### config.mk
export PLATFORM = sky130hd
export DESIGN_NAME = mod_count_monitor
export DESIGN_NICKNAME = d
export VERILOG_FILES = /design/src/rtl/mod_count_monitor.sv
export SDC_FILE = /design/constraint.sdc
export NUM_CORES = 1
export LEC_CHECK = 0
export BUFFER_PORTS_ARGS = -buffer_cell sky130_fd_sc_hd__buf_2
export CAP_MARGIN = 10
export CORE_UTILIZATION = 40
export CTS_BUF_LIST = sky130_fd_sc_hd__clkbuf_4 sky130_fd_sc_hd__clkbuf_8
export CTS_CLUSTER_DIAMETER = 150
export DETAILED_ROUTE_END_ITERATION = 12
export PLACE_DENSITY_LB_ADDON = 0.25
export SKIP_LAST_GASP = 1
export SLEW_MARGIN = 20
export SYNTH_ARGS = -nofsm -noshare
export SYNTH_HDL_FRONTEND = slang
export SYNTH_SLANG_ARGS = --single-unit
### constraint.sdc
create_clock -name clk -period 1.9 [get_ports clk]
set_clock_uncertainty 0.2 [all_clocks]
set_input_delay 0.285 -clock clk [delete_from_list [all_inputs] [get_ports clk]]
set_output_delay 0.285 -clock clk [all_outputs]
set_load 0.02 [all_outputs]
### src/rtl/mod_count_monitor.sv
`default_nettype none
// ============================================================================
//  Module   : mod_count_monitor
//  Purpose  : Downstream checker for a modulo-MOD divider counter. Samples
//             the divider count every clk, verifies the 0,1,..,MOD-1,0
//             sequence, declares lock after LOCK_LEN consecutive good steps,
//             pulses once per completed period while locked, counts periods
//             (saturating) and captures the first fault seen while locked.
//  Ports    :
//    clk         in   1    system clock (same clock as the divider)
//    reset_L     in   1    asynchronous active-low reset
//    count_in    in   CW   divider count, synchronous to clk
//    clr         in   1    synchronous clear of FSM, flags and period count
//    locked      out  1    high while the FSM is LOCKED
//    wrap_pulse  out  1    one-cycle pulse per completed period while LOCKED
//    period_cnt  out  PCW  completed periods; saturates at all-ones
//    err_sticky  out  1    first fault while LOCKED; held until clr/reset
//    err_code    out  2    first-fault code: 0 none, 1 illegal, 2 skip, 3 stall
//  Revision : 1.0  initial release
// ============================================================================
module mod_count_monitor #(
  parameter int MOD      = 3,
  parameter int CW       = 2,
  parameter int LOCK_LEN = 4,
  parameter int PCW      = 16
) (
  input  logic           clk,
  input  logic           reset_L,
  input  logic [CW-1:0]  count_in,
  input  logic           clr,
  output logic           locked,
  output logic           wrap_pulse,
  output logic [PCW-1:0] period_cnt,
  output logic           err_sticky,
  output logic [1:0]     err_code
);

  localparam int            GW       = $clog2(LOCK_LEN + 1);
  localparam logic [CW-1:0] LAST     = CW'(MOD - 1);
  localparam logic [GW-1:0] GOOD_MAX = GW'(LOCK_LEN);

  localparam logic [1:0] CODE_ILLEGAL = 2'd1;
  localparam logic [1:0] CODE_SKIP    = 2'd2;
  localparam logic [1:0] CODE_STALL   = 2'd3;

  typedef enum logic [1:0] {
    S_IDLE   = 2'd0,
    S_ACQ    = 2'd1,
    S_LOCKED = 2'd2,
    S_FAULT  = 2'd3
  } state_e;

  state_e         state_q, state_d;
  logic [CW-1:0]  prev_q;
  logic [GW-1:0]  good_q, good_d;
  logic           locked_q;
  logic           wrap_q, wrap_d;
  logic [PCW-1:0] pcnt_q, pcnt_d;
  logic           sticky_q, sticky_d;
  logic [1:0]     code_q, code_d;

  // --------------------------------------------------------------------------
  // Step classification of the current sample against the previous one
  // --------------------------------------------------------------------------
  logic [CW-1:0] expect_w;
  logic          illegal_w;
  logic          good_w;
  logic          stall_w;
  logic          wrap_w;
  logic [1:0]    code_w;

  always_comb begin
    expect_w  = (prev_q == LAST) ? '0 : prev_q + CW'(1);
    illegal_w = (32'(count_in) >= 32'(MOD));
    good_w    = !illegal_w && (count_in == expect_w);
    // With MOD==1 the expected value equals prev, so good must win over stall.
    stall_w   = !illegal_w && !good_w && (count_in == prev_q);
    wrap_w    = good_w && (prev_q == LAST);
    if (illegal_w) begin
      code_w = CODE_ILLEGAL;
    end else if (stall_w) begin
      code_w = CODE_STALL;
    end else begin
      code_w = CODE_SKIP;
    end
  end

  // --------------------------------------------------------------------------
  // Next-state logic
  // --------------------------------------------------------------------------
  always_comb begin
    state_d  = state_q;
    good_d   = good_q;
    wrap_d   = 1'b0;
    pcnt_d   = pcnt_q;
    sticky_d = sticky_q;
    code_d   = code_q;

    unique case (state_q)
      S_IDLE: begin
        // prev is not meaningful on this edge, so no check is made.
        state_d = S_ACQ;
        good_d  = '0;
      end
      S_ACQ: begin
        if (good_w) begin
          if (good_q + GW'(1) == GOOD_MAX) begin
            state_d = S_LOCKED;
            good_d  = '0;
          end else begin
            good_d = good_q + GW'(1);
          end
        end else begin
          // Errors before lock only restart acquisition.
          good_d = '0;
        end
      end
      S_LOCKED: begin
        if (good_w) begin
          if (wrap_w) begin
            wrap_d = 1'b1;
            if (pcnt_q != '1) begin
              pcnt_d = pcnt_q + PCW'(1);
            end
          end
        end else begin
          state_d  = S_FAULT;
          sticky_d = 1'b1;
          // Only the first fault is recorded.
          if (!sticky_q) begin
            code_d = code_w;
          end
        end
      end
      S_FAULT: begin
        // Frozen until clr or reset.
      end
      default: begin
        state_d = S_IDLE;
      end
    endcase

    // clr overrides any error or wrap detected in the same cycle.
    if (clr) begin
      state_d  = S_IDLE;
      good_d   = '0;
      wrap_d   = 1'b0;
      pcnt_d   = '0;
      sticky_d = 1'b0;
      code_d   = 2'd0;
    end
  end

  // --------------------------------------------------------------------------
  // State registers
  // --------------------------------------------------------------------------
  always_ff @(posedge clk or negedge reset_L) begin
    if (!reset_L) begin
      state_q  <= S_IDLE;
      prev_q   <= '0;
      good_q   <= '0;
      locked_q <= 1'b0;
      wrap_q   <= 1'b0;
      pcnt_q   <= '0;
      sticky_q <= 1'b0;
      code_q   <= 2'd0;
    end else begin
      state_q  <= state_d;
      prev_q   <= count_in;
      good_q   <= good_d;
      locked_q <= (state_d == S_LOCKED);
      wrap_q   <= wrap_d;
      pcnt_q   <= pcnt_d;
      sticky_q <= sticky_d;
      code_q   <= code_d;
    end
  end

  assign locked     = locked_q;
  assign wrap_pulse = wrap_q;
  assign period_cnt = pcnt_q;
  assign err_sticky = sticky_q;
  assign err_code   = code_q;

endmodule
`default_nettype wire

After elaboration in Yosys (flattened, before gate mapping)
Index checks and enable logic that the tools add are counted.
{"block": "classes", "n_addsub": 3, "n_lt_le_gt_ge": 1, "n_mux": 28, "eq_ne": 10, "reduce_logical": 15}
{"operator": "16-bit 2-to-1 mux", "n": 5}
{"operator": "2-bit 2-to-1 mux", "n": 10}
{"operator": "16-bit by 1-bit adder with 16-bit output (second input constant)", "n": 1}
{"operator": "16-bit inequality test (second input constant)", "n": 1}
{"operator": "3-bit 2-to-1 mux", "n": 3}
{"operator": "1-bit 2-to-1 mux", "n": 8}
{"operator": "2-bit nonzero test", "n": 4}
{"operator": "2-bit == test (second input constant)", "n": 3}
{"operator": "2-bit case mux with 3 select lines", "n": 1}
{"operator": "3-bit case mux with 2 select lines", "n": 1}
{"operator": "2-bit == test", "n": 2}
{"operator": "1-bit logical AND", "n": 4}
{"operator": "2-bit inequality test (second input constant)", "n": 2}
{"operator": "4-bit AND reduction", "n": 1}
{"operator": "3-bit by 1-bit adder with 3-bit output (second input constant)", "n": 1}
{"operator": "3-bit == test (second input constant)", "n": 1}
{"operator": "3-bit AND reduction", "n": 1}
{"operator": "3-bit nonzero test", "n": 1}
{"operator": "2-bit by 1-bit adder with 2-bit output (second input constant)", "n": 1}
{"operator": "2-bit by 1-bit == test with 1-bit output (second input constant)", "n": 1}
{"operator": "2-bit greater-or-equal comparator (second input constant)", "n": 1}
{"operator": "1-bit logical NOT", "n": 2}
{"operator": "2-bit logical NOT", "n": 1}
{"operator": "2-bit AND reduction", "n": 1}
{"block": "totals", "elab_cells": 65, "in_bits": 5, "out_inout_bits": 21, "ff_bits": 28}

Logic depth before layout (Yosys ltp)
Gate-level depths: netlist of run 1.
{"block": "logic_depth", "ltp_word": 13, "ltp_mapped": 5}

Worst setup path before layout of run 1
Ideal clock, no wire load.
{"block": "synth_timing", "path_type": "register to register", "from": "register pcnt_q[0] (netlist: period_cnt[0])", "to": "register pcnt_q[14] (netlist: period_cnt[14])", "setup_slack_ns": -0.068, "arrival_ns": 1.690, "path_stages_with_launch": 6, "path_cell_list": "dfrtp_1 -> ha_1 -> and2_1 -> nand4_4 -> or4_1 -> a21oi_1"}
{"block": "synth_between", "elab_chain_len": 6}
{"item": "start: declaration", "line_no": "58", "rtl": "logic [PCW-1:0] pcnt_q, pcnt_d;"}
{"item": "start signal: assignment", "line_no": "173", "rtl": "pcnt_q <= pcnt_d;"}
{"item": "16-bit by 1-bit adder with 16-bit output", "line_no": "123", "rtl": "pcnt_d = pcnt_q + PCW'(1);"}
{"item": "16-bit 2-to-1 mux", "line_no": "122", "rtl": "if (pcnt_q != '1) begin"}
{"item": "16-bit 2-to-1 mux", "line_no": "120", "rtl": "if (wrap_w) begin"}
{"item": "16-bit 2-to-1 mux", "line_no": "119", "rtl": "if (good_w) begin"}
{"item": "16-bit 2-to-1 mux", "line_no": "99", "rtl": "unique case (state_q)"}
{"item": "16-bit 2-to-1 mux", "line_no": "144", "rtl": "if (clr) begin"}
Parallel ways exist; a longest one is shown, timed or not. The select of a mux whose other input is x is not followed.
A chain may end at the register's enable or synchronous reset.

Final worst setup path of run 1
{"block": "layout_timing", "from": "register prev_q[0]", "to": "register pcnt_q[14] (netlist: period_cnt[14])"}
{"block": "layout_between", "elab_chain_len": 7}
{"item": "start: declaration", "line_no": "54", "rtl": "logic [CW-1:0] prev_q;"}
{"item": "start signal: assignment", "line_no": "169", "rtl": "prev_q <= count_in;"}
{"item": "2-bit by 1-bit adder with 2-bit output / 2-bit == test (equally long branches)", "line_no": "73, 78"}
{"item": "2-bit 2-to-1 mux", "line_no": "73", "rtl": "expect_w = (prev_q == LAST) ? '0 : prev_q + CW'(1);"}
{"item": "2-bit == test", "line_no": "75", "rtl": "good_w = !illegal_w && (count_in == expect_w);"}
{"item": "1-bit logical AND", "line_no": "75"}
{"item": "1-bit logical AND", "line_no": "78", "rtl": "wrap_w = good_w && (prev_q == LAST);"}
{"item": "2-bit nonzero test (no source line)"}
{"item": "4-bit AND reduction (no source line) (*)"}
Every way passes the cells marked *; elsewhere a longest branch is shown, timed or not.

==> run summary, run 1 <==
Synth Area in XOR/XNOR: 0.005380
Worst setup EP type: flop
Worst EP arrival: 1.88 ns
Antenna cells: 0
Crit-path slowest cell: or4_1
Layout cells sized above 1: 0.3551
First-pass GRT wire length: 6299 um
DRT Wirelength: 3712 um
Average cell area after synthesis: 9.689 um^2
Final Max Slew Viols: 0
Top delay family on crit path: simple AND/OR/NAND/NOR gates
Worst-Margin Slew: 0.6241 ns
Most common cell in the netlist: dfrtp_1
Die X-Extent: 65.79 um
CP peak stage delay: 0.51 ns
Final Cycle Share: 0.9874
Final hold vios: 0
Number of flops mapped to enable cells by yosys: 0
IO Pins: 26
Pwr per Cell Area: 505.5 nW/um^2
Largest net degree at the start of global routing: 29
Post-synth top flop: dfrtp_1
Cell Chain, Critical Path: and4bb_4 > nand4_4 > or4_1 > a21oi_1
WP depth: 4
Max Cap Violations: 0
Post-synth top area share: 0.4304
Peak-usage layer in the global routing report: met2
Worst hold path class: in2reg
Vias in the first global route: 1,474
Biggest area consumer among synthesized cells: dfrtp_1
Worst Reg-to-Reg Cells: 4
Unrepaired setup endpoints after global routing: true
Worst hold path startpoint: count_in[1]
Final Setup Violations: 0
Final hold slack: 0.04346 ns
Root Driver: clkbuf_8
CTS tree: built
Vias: 1,513
Min-Delay Endpoint: prev_q[1]$_DFF_PN0_
CP Class: reg2reg
Clock sink total: 28
Core footprint: 3771 um^2
R2r setup slk: 0.02 ns
DIE HEIGHT: 65.79 um
Grt met3 use: 0.03621
CTS Buf Count: 3
Adder-cell share of the synthesized area: 0.02306
Critical Path RT: 1.91 ns
Wire per inst: 14.17 um
Largest cells by area after synthesis: dfrtp_1 (43%), a21oi_1 (4.6%), o31ai_1 (3.2%), or4_1 (2.8%), nand4_4 (2.6%)
Synth warn: 0
Final cell area excluding filler cells: 2068 um^2
Initial antenna violation count: 0
H-tree Lvls: 1
Post-DRT Antenna Nets: 0
Cell Area, Synth: 1628 um^2
Max_slew headroom: 0.5840
Pre-antenna DRT Iters: 4
Mux cell area share after synthesis: 0.01998
Hold depth: 1
Dpl hpwl: 2747 um
Detailed Route Iter0 Violations: 67
Worst vdd ir: 0.0004717 V
CTS max path bufs: 2
#FFs+latches synth: 28
Leakage: 0.9158 nW
Die area: 4328 um^2
Top cells by count, synth: dfrtp_1 (28), a21oi_1 (15), nand2_1 (11)
Drc violations: 0
Crit Path Max Fanout: 10
Reg2Reg Launch Point: prev_q[0]$_DFF_PN0_
Met1 GRT Util: 0.2305
CTS clk-pin slew, worst paths: 0.09 ns
Crit path time final: 1.876 ns
Via density: 5.775
Post-layout net count: 223
R2r endpoint: period_cnt[14]$_DFFE_PN0P_
Fmax: 533.0 MHz
Layout area overhead: 27.06%
Remaining global-route overflow: 0
Largest family of logic cells by synthesized area: simple AND/OR/NAND/NOR gates
Simple-Gate Fraction of Synth Area: 0.3144
Synth async-reset ratio: 1.000
Starting Density: 0.4317
Port Buffer Count: 25
Mapped Cells: 168
Placer congestion estimate: 0.7866
Post-DP Area: 1936 um^2
Post-synthesis sequential area ratio: 0.4304
Critical Path Start Type: flop
Row count: 22
Status: completed
Clk_lat worst skew: 0.27 ns
Synth cell types: 48
CP Buf/Inv Count: 0
GRT Resource Usage Total: 0.1882
Synth Area in Compound Gates: 0.1683
Syn Nets: 176
Met2 GRT Util: 0.3329
[registers in the layout, summed over array words and instances (netlist names)]
signal,count
state_q,2
good_q,3
locked,1
err_code,2
wrap_pulse,1
err_sticky,1
period_cnt,16
prev_q,2
[worst max path at each step]
stage	start	endpoint
floorplan	period_cnt[2]$_DFFE_PN0P_	period_cnt[13]$_DFFE_PN0P_
global placement	prev_q[1]$_DFF_PN0_	period_cnt[5]$_DFFE_PN0P_
detailed placement	count_in[0]	err_code[1]$_DFFE_PN0P_
CTS	period_cnt[0]$_DFFE_PN0P_	period_cnt[14]$_DFFE_PN0P_
global route	prev_q[0]$_DFF_PN0_	period_cnt[13]$_DFFE_PN0P_
finish	prev_q[0]$_DFF_PN0_	period_cnt[14]$_DFFE_PN0P_
[routing by layer]
metal | part of all wire | wire [um]
met5 | 0 | 0
met1 | 0.43 | 1592
met2 | 0.52 | 1917
met4 | 0.0081 | 30
met3 | 0.046 | 172
[through the flow]
stage	power, mW	utilization	std cells	TNS (ns)	setup WS [ns]
2_1_floorplan	0.6530	-	168	0	0.01283
3_3_place_gp	0.6834	0.5133	255	0	0.05231
3_5_place_dp	0.6853	0.5133	255	-0.009085	-0.009085
4_1_cts	1.057	0.5338	260	0	0.003780
5_1_grt	1.087	0.5484	262	-0.1918	-0.06822
6_report	1.046	0.5484	262	0	0.02385
[power by group]
group          internal, mW  total (mW)  leakage [nW]  switching (mW)
Combinational        0.0280      0.0751         0.509          0.0471
Sequential            0.600       0.604         0.378         0.00438
Clock                 0.186       0.367        0.0288           0.181
Total                 0.813        1.05         0.916           0.232
[area by class of cell]
| cell class | instances | area (um^2) |
|---|---|---|
| clock buffers | 4 | 55.05 |
| fillers | 333 | 1703 |
| inverters | 8 | 30.03 |
| multi-input cells | 126 | 917.1 |
| flip-flops and latches | 28 | 705.7 |
| well taps | 48 | 60.06 |
| repair buffers | 48 | 300.3 |
[cell families after synthesis]
kind of cell,count (synthesis)
buffers and inverters,14
multiplexers,3
AND/OR/NAND/NOR,77
AO/OA/AOI/OAI,42
adder cells (fa/ha/maj),3
flip-flops,28
XOR/XNOR,1
[placed cells by master (no fill, tap or decap), types with 3 or more instances in the layout]
cell      synthesis  routed
nor2_1            9       8
or4_1             6       6
dfrtp_2           0       4
buf_2             1      25
clkbuf_8          0       4
nor2b_1           4       4
o21ai_0           7       6
nand3_1           8       8
o31ai_1           7       7
nand2_1          11      11
nor3_1            5       5
a21oi_1          15      15
inv_1             8       8
dfrtp_1          28      24
nand4_1           6       6
buf_4             0      22
nand2b_1          3       3
[repair_timing]
item | in CTS | in global routing
hold buffers | 1 | 0
setup buffers | 0 | 2
endpoints found under the hold margin | 28 | 0
setup endpoints to repair | 2 | 14
gates resized for setup | 2 | 8
pin swaps | 0 | 4
Power figures use the tool's default switching activity.
==> run 2: changes to the inputs <==
GPL_ROUTABILITY_DRIVEN = 0   (was default)
clock period = 2.2 ns   (was 1.9 ns; I/O delays follow)
==> run 2 against run 1 <==
Die area did not move. Non-clock buffer count fell by 19. Sequential share of layout area rose by 3.4 points. Worst setup slack improved by 0.13 ns. Maximum frequency fell by 8.1%. Critical path depth rose by 1. Sequential cell count did not move. Clock-buffer cell count did not move. Total power fell by 15%. First-iteration DRC count rose by 33%. Via count fell by 5.0%. Critical endpoint unchanged. Largest cell class unchanged.
==> run summary, run 2 (synthesized netlist as in run 1, its figures left out) <==
Largest net degree at the start of global routing: 30 (+3.4%)
Pint: 0.6933 mW (-15%)
Final Max Slew Viols: 0 (unchanged)
Core footprint: 3771 um^2 (unchanged)
Register Area: 700.7 um^2 (-0.71%)
Clk_lat worst skew: 0.27 ns (about the same)
Die area: 4328 um^2 (unchanged)
Seq pwr share: 0.589 (+0.011)
DRT Wirelength: 3563 um (-4.0%)
Layout area overhead: 14.76%
DIE HEIGHT: 65.79 um (unchanged)
Placed cells: 238 (-6.7%)
CTS tree: built
Hold_buf cts: 1 (unchanged)
Setup TNS: 0 ns (unchanged)
Max reg flops: 16 (unchanged)
R2r setup slk: 0.16 ns (+0.13 ns)
Comb pwr share: 0.058 (-0.014)
Crit-path slowest cell: or4_1
Crit path time final: 2.043 ns (+0.1664 ns)
Grt met3 use: 0.02759 (-0.008621)
Worst-Margin Slew: 0.6415 ns (+0.01739 ns)
Port Buffer Count: 25 (unchanged)
Leakage: 0.8084 nW (-12%)
Max_slew headroom: 0.5724 (-0.01159)
Starting Density: 0.4317 (unchanged)
Worst hold path startpoint: count_in[1]
Status: completed
Met2 GRT Util: 0.2870 (-0.04592)
Critical Path RT: 2.19 ns (+0.28 ns)
Pre-CTS setup slack: 0.1839 ns (+0.1930 ns)
Reg2Reg Launch Point: period_cnt[0]$_DFFE_PN0P_
Worst setup EP type: flop
Pre-antenna DRT Iters: 4 (unchanged)
Layout cells sized above 1: 0.2462 (-0.1090)
Cell Chain, Critical Path: ha_1 > and2_1 > nand4_4 > or4_1 > a21oi_1
Fill cells: 365 (+9.6%)
CTS clk-pin slew, worst paths: 0.09 ns (about the same)
Critical Path Start Type: flop
Min-Delay Endpoint: prev_q[1]$_DFF_PN0_
Final Setup Violations: 0 (unchanged)
Hold depth: 1 (unchanged)
Area of the multi-input gates: 864.6 um^2 (-5.7%)
Met1 GRT Util: 0.2393 (+0.008828)
Root Driver: clkbuf_8
Post-DRT Antenna Nets: 0 (unchanged)
CTS Buf Count: 3 (unchanged)
Detailed Route Iter0 Violations: 89 (+33%)
CTS max path bufs: 2 (unchanged)
Fmax: 489.6 MHz (-8.1%)
Overall power: 0.8867 mW (-15%)
Via density: 5.914 (+2.4%)
Post-CTS sizing: 0 (-2)
R2r endpoint: period_cnt[14]$_DFFE_PN0P_
Initial antenna violation count: 0 (unchanged)
Peak-usage layer in the global routing report: met2
CP Class: reg2reg
Max Cap Violations: 0 (unchanged)
CP peak stage delay: 0.49 ns (-0.02 ns)
Antenna cells: 0 (unchanged)
Commonest non-fill, non-tap cell in the layout: dfrtp_1
IO Pins: 26 (unchanged)
Pwr per Cell Area: 474.6 nW/um^2 (-6.1%)
Worst EP arrival: 2.03 ns (+0.15 ns)
Clock share of power: 0.352 (about the same)
Most frequent cells in the layout: dfrtp_1 (28), buf_2 (25), a21oi_1 (15)
Switching power: 0.1933 mW (-17%)
GRT Resource Usage Total: 0.1754 (-0.01278)
H-tree Lvls: 1 (unchanged)
First-pass GRT wire length: 5954 um (-5.5%)
Dpl hpwl: 2556 um (-7.0%)
Final core occ: 0.4954 (-0.05309)
Die X-Extent: 65.79 um (unchanged)
Worst hold path class: in2reg
Unrepaired setup endpoints after global routing: false
Drc violations: 0 (unchanged)
Crit Path Max Fanout: 10 (unchanged)
Clock sink total: 28 (unchanged)
Remaining global-route overflow: 0 (unchanged)
Worst Reg-to-Reg Cells: 5 (+1)
Wire per inst: 14.66 um (+3.5%)
Filler-free cell count of the finished design: 243 (-7.3%)
Vias: 1,437 (-5.0%)
Post-layout net count: 204 (-8.5%)
Row count: 22 (unchanged)
Vias in the first global route: 1,337 (-9.3%)
Post-CTS setup buffers: 0 (unchanged)
Final hold vios: 0 (unchanged)
Setup ws final: 0.1575 ns (+0.1336 ns)
Final Cycle Share: 0.9284 (-0.05903)
Worst vdd ir: 0.0002478 V (-47%)
Sw frac: 0.2180 (-0.004319)
-- run 2: cell types whose count changed in the layout (fill, tap and decap cells not counted), moves of 2 or more --
cell     before  now
dfrtp_1      24   28
dfrtp_2       4    0
buf_4        22    3
nor4_1        1    3
-- run 2: area by class of cell --
cell class	instances	area share
inverters	8	0.01608
multi-input cells	126	0.4628
well taps	48	0.03215
flip-flops and latches	28	0.3751
repair buffers	29	0.08439
clock buffers	4	0.02947
-- run 2: layer usage --
| layer | wire [um] | vias to the layer above |
|---|---|---|
| met5 | 0 | - |
| met4 | 26 | 0 |
| met3 | 116 | 4 |
| met2 | 1691 | 24 |
| met1 | 1729 | 718 |
| li1 | - | 691 |
-- run 2: stage by stage --
| step | hold WS [ns] | area [um^2] |
|---|---|---|
| 2_1_floorplan | -0.1656 | 1628 |
| 3_3_place_gp | 0.1855 | 1803 |
| 3_5_place_dp | 0.1928 | 1803 |
| 4_1_cts | 0.09155 | 1868 |
| 5_1_grt | 0.08504 | 1868 |
| 6_report | 0.09843 | 1868 |
-- run 2: how the worst max path moves through the flow --
stage,start,to,slack [ns],cells past startpoint
floorplan,period_cnt[0]$_DFFE_PN0P_,period_cnt[14]$_DFFE_PN0P_,0.23,5
global placement,count_in[0],err_code[1]$_DFFE_PN0P_,0.23,5
detailed placement,count_in[0],err_code[1]$_DFFE_PN0P_,0.18,5
CTS,period_cnt[0]$_DFFE_PN0P_,period_cnt[14]$_DFFE_PN0P_,0.17,5
global route,period_cnt[0]$_DFFE_PN0P_,period_cnt[14]$_DFFE_PN0P_,0.01,5
finish,period_cnt[0]$_DFFE_PN0P_,period_cnt[14]$_DFFE_PN0P_,0.16,5
-- run 2: power groups by stage --
stage	logic, mW	clock network, mW	registers [mW]
2_1_floorplan	0.0320	0	0.532
3_3_place_gp	0.0497	0	0.532
3_5_place_dp	0.0512	0	0.532
4_1_cts	0.0525	0.323	0.522
5_1_grt	0.0580	0.345	0.523
6_report	0.0518	0.313	0.522
-- run 2: worst max-delay path: cells and delay by family (launching register included) --
| kind | cells | cell delay, ns |
|---|---|---|
| simple gates | 3 | 0.87 |
| flops | 1 | 0.43 |
| fa+ha+maj | 1 | 0.31 |
| compound gates | 1 | 0.16 |
